[config.mk]
export PLATFORM = sky130hd
export DESIGN_NAME = meta_resolver
export DESIGN_NICKNAME = d
export VERILOG_FILES = /design/src/rtl/meta_resolver.sv
export SDC_FILE = /design/constraint.sdc
export NUM_CORES = 1
export LEC_CHECK = 0
export CELL_PAD_IN_SITES_DETAIL_PLACEMENT = 0
export CELL_PAD_IN_SITES_GLOBAL_PLACEMENT = 1
export CORE_ASPECT_RATIO = 0.9
export CORE_MARGIN = 2
export CORE_UTILIZATION = 35
export DETAILED_ROUTE_END_ITERATION = 8
export GPL_TIMING_DRIVEN = 0
export PLACE_DENSITY_LB_ADDON = 0.1
export SLEW_MARGIN = 20
export SYNTH_ARGS = -nofsm -noshare
export SYNTH_HDL_FRONTEND = slang
export SYNTH_SLANG_ARGS = --single-unit
[constraint.sdc]
create_clock -name CK -period 3.2 [get_ports CK]
set_input_delay 0.48 -clock CK [delete_from_list [all_inputs] [get_ports CK]]
set_output_delay 0.48 -clock CK [all_outputs]
set_load 0.02 [all_outputs]
[src/rtl/meta_resolver.sv]
// meta_resolver: round-robin responder that hands a resolved bit to one requesting DFFx cell at a time.
// Grant registered one edge after M; 3-cycle minimum handshake; a cell that never acks is dropped after TIMEOUT+1 cycles.
module meta_resolver #(
  parameter int          N       = 4,
  parameter logic [15:0] SEED    = 16'hACE1,
  parameter int          TIMEOUT = 15
) (
  input  logic         CK,
  input  logic         RS,
  input  logic [N-1:0] M,
  input  logic [N-1:0] T,
  input  logic [1:0]   mode,
  output logic         rD,
  output logic [N-1:0] rV,
  output logic         busy,
  output logic         err,
  output logic [15:0]  count
);

  localparam logic [15:0] SEED_EFF = (SEED == 16'h0000) ? 16'h0001 : SEED;
  localparam int          GW       = (N > 1) ? $clog2(N) : 1;

  typedef enum logic [1:0] {IDLE, OFFER, DRAIN} state_t;

  state_t         state;
  logic [GW-1:0]  ptr;
  logic [GW-1:0]  g;
  logic [15:0]    lfsr;
  logic [7:0]     wcnt;

  logic           pick_vld;
  logic [GW-1:0]  pick_idx;
  logic [N-1:0]   pick_oh;
  logic [GW:0]    j;
  logic           pol;

  function automatic logic [GW-1:0] inc_wrap(input logic [GW-1:0] v);
    if (v == GW'(N - 1)) return '0;
    return v + 1'b1;
  endfunction

  // Scan from the highest offset down so the last hit is the one nearest ptr.
  always_comb begin
    pick_vld = 1'b0;
    pick_idx = '0;
    j        = '0;
    for (int k = N - 1; k >= 0; k--) begin
      j = {1'b0, ptr} + (GW + 1)'(k);
      if (j >= (GW + 1)'(N)) j = j - (GW + 1)'(N);
      if (M[j[GW-1:0]]) begin
        pick_vld = 1'b1;
        pick_idx = j[GW-1:0];
      end
    end
  end

  always_comb begin
    pick_oh           = '0;
    pick_oh[pick_idx] = 1'b1;
  end

  // rD still holds the previously issued bit, which is what toggle inverts.
  always_comb begin
    case (mode)
      2'b00:   pol = lfsr[0];
      2'b01:   pol = 1'b0;
      2'b10:   pol = 1'b1;
      default: pol = ~rD;
    endcase
  end

  always_ff @(posedge CK or posedge RS) begin
    if (RS) begin
      state <= IDLE;
      ptr   <= '0;
      g     <= '0;
      lfsr  <= SEED_EFF;
      wcnt  <= '0;
      rD    <= 1'b0;
      rV    <= '0;
      busy  <= 1'b0;
      err   <= 1'b0;
      count <= '0;
    end else begin
      case (state)
        IDLE: begin
          if (pick_vld) begin
            g     <= pick_idx;
            rD    <= pol;
            rV    <= pick_oh;
            wcnt  <= '0;
            busy  <= 1'b1;
            state <= OFFER;
            if (mode == 2'b00)
              lfsr <= {1'b0, lfsr[15:1]} ^ (lfsr[0] ? 16'hB400 : 16'h0000);
          end
        end
        OFFER: begin
          if (T[g]) begin
            rV    <= '0;
            state <= DRAIN;
            if (count != 16'hFFFF) count <= count + 16'd1;
          end else if (!M[g]) begin
            rV    <= '0;
            ptr   <= inc_wrap(g);
            busy  <= 1'b0;
            state <= IDLE;
          end else if (wcnt == 8'(TIMEOUT)) begin
            rV    <= '0;
            err   <= 1'b1;
            ptr   <= inc_wrap(g);
            busy  <= 1'b0;
            state <= IDLE;
          end else begin
            wcnt <= wcnt + 8'd1;
          end
        end
        DRAIN: begin
          if (!T[g]) begin
            ptr   <= inc_wrap(g);
            busy  <= 1'b0;
            state <= IDLE;
          end
        end
        default: begin
          rV    <= '0;
          busy  <= 1'b0;
          state <= IDLE;
        end
      endcase
    end
  end

endmodule

==> results.py, run 1 <==
metrics = {
    "finish": {
        "area_growth_pct": 20.56,
        "drive_gt1_frac": 0.1608,
        "final-instance-count-excl-fill": 382,
        "stdcell_area_um2": 3272,
        "final-seq-area_um2": 1336,
        "post-route-util": 0.4337,
        "fillCellCount": 741,
        "diodes": 0,
        "multi_input_area_um2": 1300,
        "fin_nets": 300,
    },
    "setup_path": {
        "worstReg2RegEnd": "count[1]",
        "r2r_start": "count[0]",
        "reg2reg_setup_slack_ns": 1.10,
        "cp_max_fo": 10,
        "arrival_ns": 2.48,
        "crit_required_ns": 3.40,
        "start_kind": "primary input",
        "reg2reg_depth": 6,
        "critPathKind": "primary input to register",
        "setup.worst_path.end_class": "register",
    },
    "global_route": {
        "grt_usage": 0.1491,
        "grt_max_degree": 54,
        "grt_pass1_wl_um": 10250,
        "grt_pass1_vias": 2053,
        "gr-total-overflow": 0,
        "antenna_found_initial": 0,
    },
    "clocking": {
        "cts_max_level": 2,
        "tritoncts": "done",
        "cts_root_buf": "clkbuf_8",
        "cts_buffers": 5,
        "cts.path.max_buffers": 2,
        "cts_resized": 0,
        "cts_setup_buffers": 0,
        "clk_pin_slew_ns": 0.10,
        "cts.sinks": 53,
        "cts_hold_buffers": 0,
        "clock_latency_ns": 0.31,
    },
    "place": {
        "dpl_worst_slack_ns": 0.6021,
        "io_buffer_count": 34,
        "gp_congestion": 0.7694,
        "placed_area_um2": 3177,
        "placed_cells_incl_taps": 374,
        "dp_hpwl_um": 4058,
    },
    "hold_path": {
        "hp-class": "register to register",
        "min_from": "err",
        "hold_depth": 1,
        "hold_path_end": "err",
    },
    "yosys": {
        "async_flop_share": 1.000,
        "synth.distinct_cells": 57,
        "ys_seq_area_frac": 0.4924,
        "synth_edf_count": 0,
        "yosysMostFrequentCell": "dfrtp_1",
        "yosysTopAreaCellShare": 0.4149,
        "synthTopCellsByArea": "dfrtp_1 41%, dfstp_2 7.7%, mux2_2 7.1%",
        "synth.avg_cell_area_um2": 11.12,
        "synth_nets": 259,
        "synthTopCellsByCount": "45 x dfrtp_1, 22 x nand2_1, 17 x mux2_2, 10 x xnor2_1, 9 x nand3_1",
        "synthFlopType": "dfrtp_1",
        "syn_area_um2": 2714,
        "synth_seq_cells": 53,
        "yosysWarnings": 0,
        "synth_cells": 244,
        "synth_largest_area_cell": "dfrtp_1",
    },
    "power_and_ir_drop": {
        "p_leak_nw": 1.404,
        "p_per_area_nw_per_um2": 692.0,
        "ir_worst_vdd_mv": 0.3226,
    },
    "flow_run": {
        "drv_cap": 0,
    },
    "floorplanning": {
        "fp.dieW_um": 96.82,
        "fp.dieH_um": 87.54,
        "row_count": 30,
        "start_util": 0.3597,
        "core_um2": 7545,
        "fp.dieArea_um2": 8475,
        "pin_count": 35,
    },
    "timing": {
        "finalHoldViolCount": 0,
        "slew_headroom": 0.5474,
        "post-route-period-util": 0.7106,
        "rsz0062_at_grt": "no",
        "setup_ws_ns": 0.9262,
        "finalMaxSlewViolations": 0,
        "skew_ns": 0.007882,
        "tns_ns": 0,
        "finalSetupViolCount": 0,
        "worstMarginPinSlew_ns": 0.6789,
        "fmax_mhz": 439.8,
        "min_period_ns": 2.274,
    },
    "routing": {
        "drtAntennaViolNets": 0,
        "wl_per_cell_um": 15.67,
        "drc": 0,
        "routed_via_density": 5.382,
        "wirelength_um": 5985,
        "first_pass_iters": 4,
        "vias": 2056,
        "drtIter0Drc": 55,
    },
    "outcome": {
        "status": "completed",
    },
}
cell families (layout without fill, tap and decap cells):
logic type | count (synthesis) | after routing | share of synthesized area
XOR/XNOR | 17 | 17 | 0.05486
AO/OA/AOI/OAI | 49 | 49 | 0.1415
AND/OR/NAND/NOR | 79 | 79 | 0.1595
multiplexers | 25 | 25 | 0.1093
flip-flops | 53 | 53 | 0.4924
adder cells (fa/ha/maj) | 3 | 3 | 0.01383
buffers and inverters | 18 | 60 | 0.02858
where the power goes:
group	internal (W)	switching (W)	leakage, nW
Sequential	0.000777	0.000114	0.684
Clock	0.000160	0.000248	0.0487
Combinational	0.000418	0.000547	0.672
Total	0.00135	0.000909	1.40
registers in the layout, summed over array words and instances, names as in the netlist:
signal,flops
busy,1
count,16
rV,4
lfsr,16
rD,1
state,2
wcnt,8
ptr,2
g,2
err,1
worst max path at each step:
stage,to,cells after the start,start,slack [ns]
after floorplan,count[1],6,count[0],1.17
after global placement,wcnt[7],2,RS,0.31
after detailed placement,wcnt[5],6,M[1],0.60
after CTS,wcnt[7],6,M[1],0.92
after global routing,wcnt[7],6,M[1],0.74
final,wcnt[7],6,M[1],0.93
cell usage in the layout (no fill, tap or decap), drive strengths merged, types with 8 or more instances in the layout:
| cell type | instances |
|---|---|
| clkbuf | 9 |
| dfrtp | 45 |
| mux2 | 17 |
| nand2 | 22 |
| xnor2 | 10 |
| dfstp | 8 |
| inv | 8 |
| clkdlybuf4s50 | 34 |
| nand3 | 10 |
| a21oi | 8 |
stage by stage:
stage               hold slack (ns)  power, W
global route                 0.5058  0.002445
detailed placement           0.4574  0.001872
floorplan                    0.4460  0.001549
CTS                          0.4815  0.002293
global placement             0.4666  0.001873
finish                       0.4750  0.002264
routing by layer:
layer  up-vias  part of all wire  track usage
met3         7             0.029      0.03113
li1       1002                 -            -
met2        30              0.45       0.2317
met4         0             0.011      0.04225
met1      1017              0.51       0.2136
met5         -                 0            0
cell type report:
| class | instances | share of cell area |
|---|---|---|
| buffer | 11 | 0.01568 |
| clock buffer | 5 | 0.02103 |
| clock inverter | 3 | 0.008031 |
| inverter | 7 | 0.008795 |
| multi-input combinational | 173 | 0.3973 |
| sequential | 53 | 0.4084 |
| tap | 96 | 0.03671 |
| timing repair buffer | 34 | 0.1040 |
worst max-delay path, stage by stage:
cell and delay (ns):
clkdlybuf4s50_1 0.49, or4_1 0.62, nand2_1 0.33, buf_2 0.29, o311ai_0 0.17, o41ai_1 0.09
Note: power is estimated with default switching activity, not from simulation.
==> run 2: changes to the inputs <==
- clock period: 3.2 -> 1.9 ns (I/O delays scaled with it)
==> run 2 against run 1 <==
Net effect: setup slack worse by 0.88 ns; clock-buffer cell count is the same; sequential share of layout area fell by 2.2 points; sequential power grew 67%; routed wire length up 2.0%; die area did not move; flip-flop and latch count unchanged; register-to-register slack got worse by 1.0 ns; clock skew up 0.00097 ns; power grew 89%; clock power rose by 120%; global-route usage fell by 0.15 points; highest routed layer unchanged.
==> results.py, run 2 (synthesis results as in run 1) <==
metrics = {
    "place": {
        "io_buffer_count": 34,
        "dp_hpwl_um": 4047,
        "placed_area_um2": 3187,
        "gp_congestion": 0.7584,
        "dpl_worst_slack_ns": -0.5024,
        "placed_cells_incl_taps": 374,
    },
    "finish": {
        "area_growth_pct": 28.03,
        "final-instance-count-excl-fill": 392,
        "drive_gt1_frac": 0.2534,
        "diodes": 0,
        "mostFrequentLayoutCell": "dfrtp_1",
        "fillCellCount": 705,
        "top_regs": "count: 16 flops, lfsr: 16 flops, wcnt: 8 flops",
        "stdcell_area_um2": 3475,
        "mostFrequentLayoutCells": "41 x dfrtp_1, 34 x clkdlybuf4s50_1, 20 x nand2_1, 17 x mux2_2, 12 x buf_4",
        "final-seq-area_um2": 1341,
        "fin_nets": 310,
        "multi_input_area_um2": 1379,
    },
    "floorplanning": {
        "fp.dieH_um": 87.54,
        "fp.dieW_um": 96.82,
        "row_count": 30,
        "core_um2": 7545,
        "pin_count": 35,
        "fp.dieArea_um2": 8475,
        "start_util": 0.3597,
    },
    "setup_path": {
        "critPathKind": "primary input to register",
        "setup.worst_path.end_class": "register",
        "arrival_ns": 2.04,
        "path_cells": "clkdlybuf4s50_1, mux4_2, a311o_1, a221o_1",
        "crit_slowest_cell": "mux4_2",
        "max_stage_delay_ns": 0.52,
        "cp_max_fo": 6,
        "start_kind": "primary input",
        "crit_required_ns": 2.09,
    },
    "timing": {
        "setup_ws_ns": 0.04773,
        "finalHoldViolCount": 0,
        "finalSetupViolCount": 0,
        "fmax_mhz": 539.9,
        "finalMaxSlewViolations": 0,
        "slew_headroom": 0.5539,
        "worstMarginPinSlew_ns": 0.6640,
        "whs_ns": 0.4277,
        "min_period_ns": 1.852,
        "skew_ns": 0.008857,
        "post-route-period-util": 0.9749,
    },
    "clocking": {
        "cts_root_buf": "clkbuf_8",
        "cts_max_level": 2,
        "tritoncts": "done",
        "clock_latency_ns": 0.30,
        "cts.path.max_buffers": 2,
        "cts.sinks": 53,
        "clk_pin_slew_ns": 0.10,
        "cts_buffers": 5,
    },
    "routing": {
        "vias": 2090,
        "wirelength_um": 6103,
        "first_pass_iters": 4,
        "routed_via_density": 5.332,
        "drtAntennaViolNets": 0,
        "drtIter0Drc": 84,
        "wl_per_cell_um": 15.57,
        "drc": 0,
    },
    "global_route": {
        "antenna_found_initial": 0,
        "gr-total-overflow": 0,
        "grt_usage": 0.1475,
        "grt_pass1_vias": 2015,
        "grt_pass1_wl_um": 10290,
        "grt_max_degree": 54,
    },
    "power_and_ir_drop": {
        "p_int_w": 0.002701,
        "p_per_area_nw_per_um2": 1234,
        "p_leak_nw": 1.480,
        "swShare": 0.3699,
        "seqPwrFrac": 0.348,
        "p_comb_frac": 0.440,
        "p_clk_frac": 0.212,
        "switchingPower_w": 0.001586,
        "ir_worst_vdd_mv": 0.5649,
    },
    "outcome": {
        "status": "completed",
    },
    "hold_path": {
        "hp-class": "primary input to asynchronous set/reset pin",
    },
    "flow_run": {
        "drv_cap": 0,
    },
}
==> run 2: changes by cell type in the layout (fill, tap and decap cells not counted), moves of 2 or more <==
cell,before,now
nor4_1,5,3
clkbuf_1,4,2
clkinv_4,2,0
dfrtp_2,0,4
nand2_1,22,20
dfrtp_1,45,41
bufinv_16,0,2
nor4_2,0,2
buf_4,1,12
nor3_1,5,3
nor3_2,0,2
==> run 2: power by group through the flow <==
stage / clock, W / combinational, W / sequential (W)
after floorplan: 0 / 0.00101 / 0.00161
after global placement: 0 / 0.00163 / 0.00153
after detailed placement: 0 / 0.00163 / 0.00153
after CTS: 0.000935 / 0.00172 / 0.00150
after global routing: 0.000980 / 0.00208 / 0.00153
final: 0.000911 / 0.00188 / 0.00149
==> run 2: final cells by class <==
type / count / share of cell area
plain buffers: 10 / 0.01404
clock buffers: 5 / 0.01981
clock inverters: 3 / 0.01873
inverters: 7 / 0.008282
multi-input cells: 173 / 0.3968
flip-flops and latches: 53 / 0.3860
well taps: 96 / 0.03457
repair buffers: 45 / 0.1217
==> run 2: critical path: cells and delay by family <==
family / cells / cell delay (ns)
AOI/OAI and AO/OA: 2 / 0.72
muxes: 1 / 0.52
buffers and inverters: 1 / 0.51
==> run 2: final timing paths <==
check	startpoint	endpoint	slack [ns]	depth (start not counted)
worst max-delay path	M[3]	ptr[1]	0.05	4
worst min-delay path	RS	count[15]	0.43	2
worst max register to register	g[0]	ptr[1]	0.07	3
worst min register to register	lfsr[10]	lfsr[10]	0.49	2
max in group asynchronous	RS	g[0]	1.00	2
min in group CK	lfsr[10]	lfsr[10]	0.49	2
==> run 2: repair_timing <==
item | in CTS | in global routing
resized for setup | 10 | 11
setup buffers | 4 | 7
pin swaps | 2 | 4
endpoints found under the setup margin | 22 | 21
hold buffers | 0 | 0
==> run 2: stage by stage <==
step,util,setup TNS (ns),total power (W)
3_5_place_dp,0.4224,-11.25,0.003159
4_1_cts,0.4479,0,0.004159
3_3_place_gp,0.4221,-47.71,0.003156
5_1_grt,0.4605,-0.006940,0.004584
6_report,0.4605,0,0.004286
2_1_floorplan,-,0,0.002622
==> run 2: routing by layer <==
| metal | up-vias | track usage | part of all wire |
|---|---|---|---|
| li1 | 1025 | - | - |
| met1 | 1033 | 0.2167 | 0.53 |
| met2 | 28 | 0.2266 | 0.44 |
| met3 | 4 | 0.02953 | 0.027 |
| met4 | 0 | 0.03457 | 0.0066 |
| met5 | - | 0 | 0 |
==> run 3: changes to the inputs <==
- clock period: 1.9 -> 1.66 ns (I/O delays scaled with it)
==> run 3 against run 2 <==
Net effect: the run now ends with negative setup slack left; clock-buffer cell count is the same; via count grew 3.4%; die area is the same; register-to-register slack lost 0.23 ns; worst hold slack lost 0.041 ns; critical endpoint unchanged; non-clock buffer count grew 18; clock skew shrank 0.0039 ns; utilization grew 5.2 points; cell count grew 4.6%; global-route usage grew 0.63 points; critical path depth shrank 1; sequential share of layout area shrank 3.7 points.
==> results.py, run 3 (synthesis results as in run 1) <==
metrics = {
    "setup_path": {
        "arrival_ns": 2.00,
        "start_kind": "register",
        "setup.worst_path.end_class": "register",
        "crit_required_ns": 1.85,
        "crit_slowest_cell": "mux4_2",
        "cp_max_fo": 5,
        "reg2reg_depth": 3,
        "r2r_start": "g[1]",
        "worstReg2RegEnd": "ptr[1]",
        "path_cells": "mux4_2, a311o_1, a221o_1",
        "critPathTopFamily": "compound AO/OA/AOI/OAI gates",
        "critPathKind": "register to register",
        "reg2reg_setup_slack_ns": -0.16,
        "max_stage_delay_ns": 0.56,
        "cp_num_buf_inv": 0,
    },
    "finish": {
        "stdcell_area_um2": 3867,
        "top_regs": "count: 16 flops, lfsr: 16 flops, wcnt: 8 flops",
        "drive_gt1_frac": 0.3885,
        "area_growth_pct": 42.51,
        "mostFrequentLayoutCell": "dfrtp_1",
        "diodes": 0,
        "fin_nets": 328,
        "mostFrequentLayoutCells": "35 x dfrtp_1, 27 x buf_4, 22 x clkdlybuf4s50_1, 20 x nand2_1, 14 x mux2_2",
    },
    "timing": {
        "skew_ns": 0.004999,
        "finalHoldViolCount": 0,
        "fmax_mhz": 550.5,
        "slew_headroom": 0.4589,
        "min_period_ns": 1.816,
        "rsz0062_at_grt": "yes",
        "worstMarginPinSlew_ns": 0.8032,
        "setup_ws_ns": -0.1565,
        "post-route-period-util": 1.094,
        "tns_ns": -1.241,
        "finalSetupViolCount": 19,
        "finalMaxSlewViolations": 0,
    },
    "clocking": {
        "cts_buffers": 5,
        "cts.path.max_buffers": 2,
        "clk_pin_slew_ns": 0.10,
        "cts_hold_buffers": 0,
        "cts.sinks": 53,
        "cts_root_buf": "clkbuf_8",
        "clock_latency_ns": 0.30,
        "cts_max_level": 2,
        "tritoncts": "done",
    },
    "place": {
        "dp_hpwl_um": 4098,
        "dpl_worst_slack_ns": -0.6752,
        "io_buffer_count": 34,
        "placed_area_um2": 3238,
        "gp_congestion": 0.7652,
    },
    "power_and_ir_drop": {
        "seqPwrFrac": 0.345,
        "p_clk_frac": 0.140,
        "p_int_w": 0.003084,
        "p_leak_nw": 1.725,
        "ir_worst_vdd_mv": 0.7459,
        "p_per_area_nw_per_um2": 1322,
        "p_comb_frac": 0.515,
        "swShare": 0.3966,
        "switchingPower_w": 0.002027,
    },
    "floorplanning": {
        "pin_count": 35,
        "row_count": 30,
        "fp.dieH_um": 87.54,
        "core_um2": 7545,
        "start_util": 0.3597,
        "fp.dieW_um": 96.82,
        "fp.dieArea_um2": 8475,
    },
    "routing": {
        "wl_per_cell_um": 15.72,
        "met3_length_um": 160,
        "routed_via_density": 5.271,
        "vias": 2161,
        "route.met2.wl_um": 3021,
        "m1WireLength_um": 3233,
        "drtIter0Drc": 71,
        "drc": 0,
        "top_layer": "met4",
        "drtAntennaViolNets": 0,
        "wirelength_um": 6447,
        "first_pass_iters": 4,
    },
    "global_route": {
        "grt_pass1_vias": 2165,
        "grt_max_degree": 54,
        "grt_pass1_wl_um": 10700,
        "gr-total-overflow": 0,
        "grt_usage": 0.1538,
        "antenna_found_initial": 0,
    },
    "hold_path": {
        "hp-class": "primary input to asynchronous set/reset pin",
    },
    "flow_run": {
        "drv_cap": 0,
    },
    "outcome": {
        "violations": "negative setup slack",
        "status": "complete, but fails checks",
    },
}
-- run 3: cell count changes in the layout (fill, tap and decap cells not counted), sizes merged --
cell,previous run,this run
buf,19,37
bufinv,2,0
clkdlybuf4s50,34,22
clkinv,1,2
clkinvlp,0,1
dlygate4sd2,0,8
dlymetal6s2s,0,4
-- run 3: metrics by stage --
stage                 util  std cells  hold WS (ns)  total power, W
floorplan                -        244        0.4406        0.003093
global placement    0.4289        374        0.4662        0.003725
detailed placement  0.4292        374        0.4672        0.003723
CTS                 0.4721        397        0.4261        0.004807
global route        0.5126        410        0.4585        0.005492
finish              0.5126        410        0.3865        0.005111
-- run 3: repair_timing --
action                                 4_1_cts  5_1_grt
resized for setup                           39       40
setup endpoints to repair                   53       39
buffers inserted                            16       14
pin swaps                                    4       14
endpoints found under the hold margin        0        0
-- run 3: layer usage --
layer  track usage  vias up
li1              -     1055
met1        0.2192     1082
met2        0.2443       22
met3       0.03272        2
met4       0.03457        0
met5             0        -
-- run 3: final cells by class --
cell class	count	area, um2
clock buffers	5	68.82
inverters	7	28.78
clock inverters	3	17.52
plain buffers	9	80.08
multi-input cells	173	1619
repair buffers	64	584.3
well taps	96	120.1
flip-flops and latches	53	1349
fillers	676	3677
-- run 3: worst max-delay path by stage --
stage                     depth (start not counted)  endpoint     start
after floorplan                                   6  count[1]  count[0]
after global placement                            2      g[1]        RS
after detailed placement                          6   wcnt[5]      M[1]
after CTS                                         3    ptr[1]      g[0]
after global routing                              3    ptr[1]      g[1]
final                                             3    ptr[1]      g[1]
-- run 3: power groups by stage --
stage / Sequential, W / Combinational [W] / Clock [W]
detailed placement: 0.00178 / 0.00194 / 0
global route: 0.00180 / 0.00287 / 0.000813
CTS: 0.00173 / 0.00232 / 0.000760
finish: 0.00176 / 0.00263 / 0.000716
global placement: 0.00178 / 0.00195 / 0
floorplan: 0.00187 / 0.00122 / 0
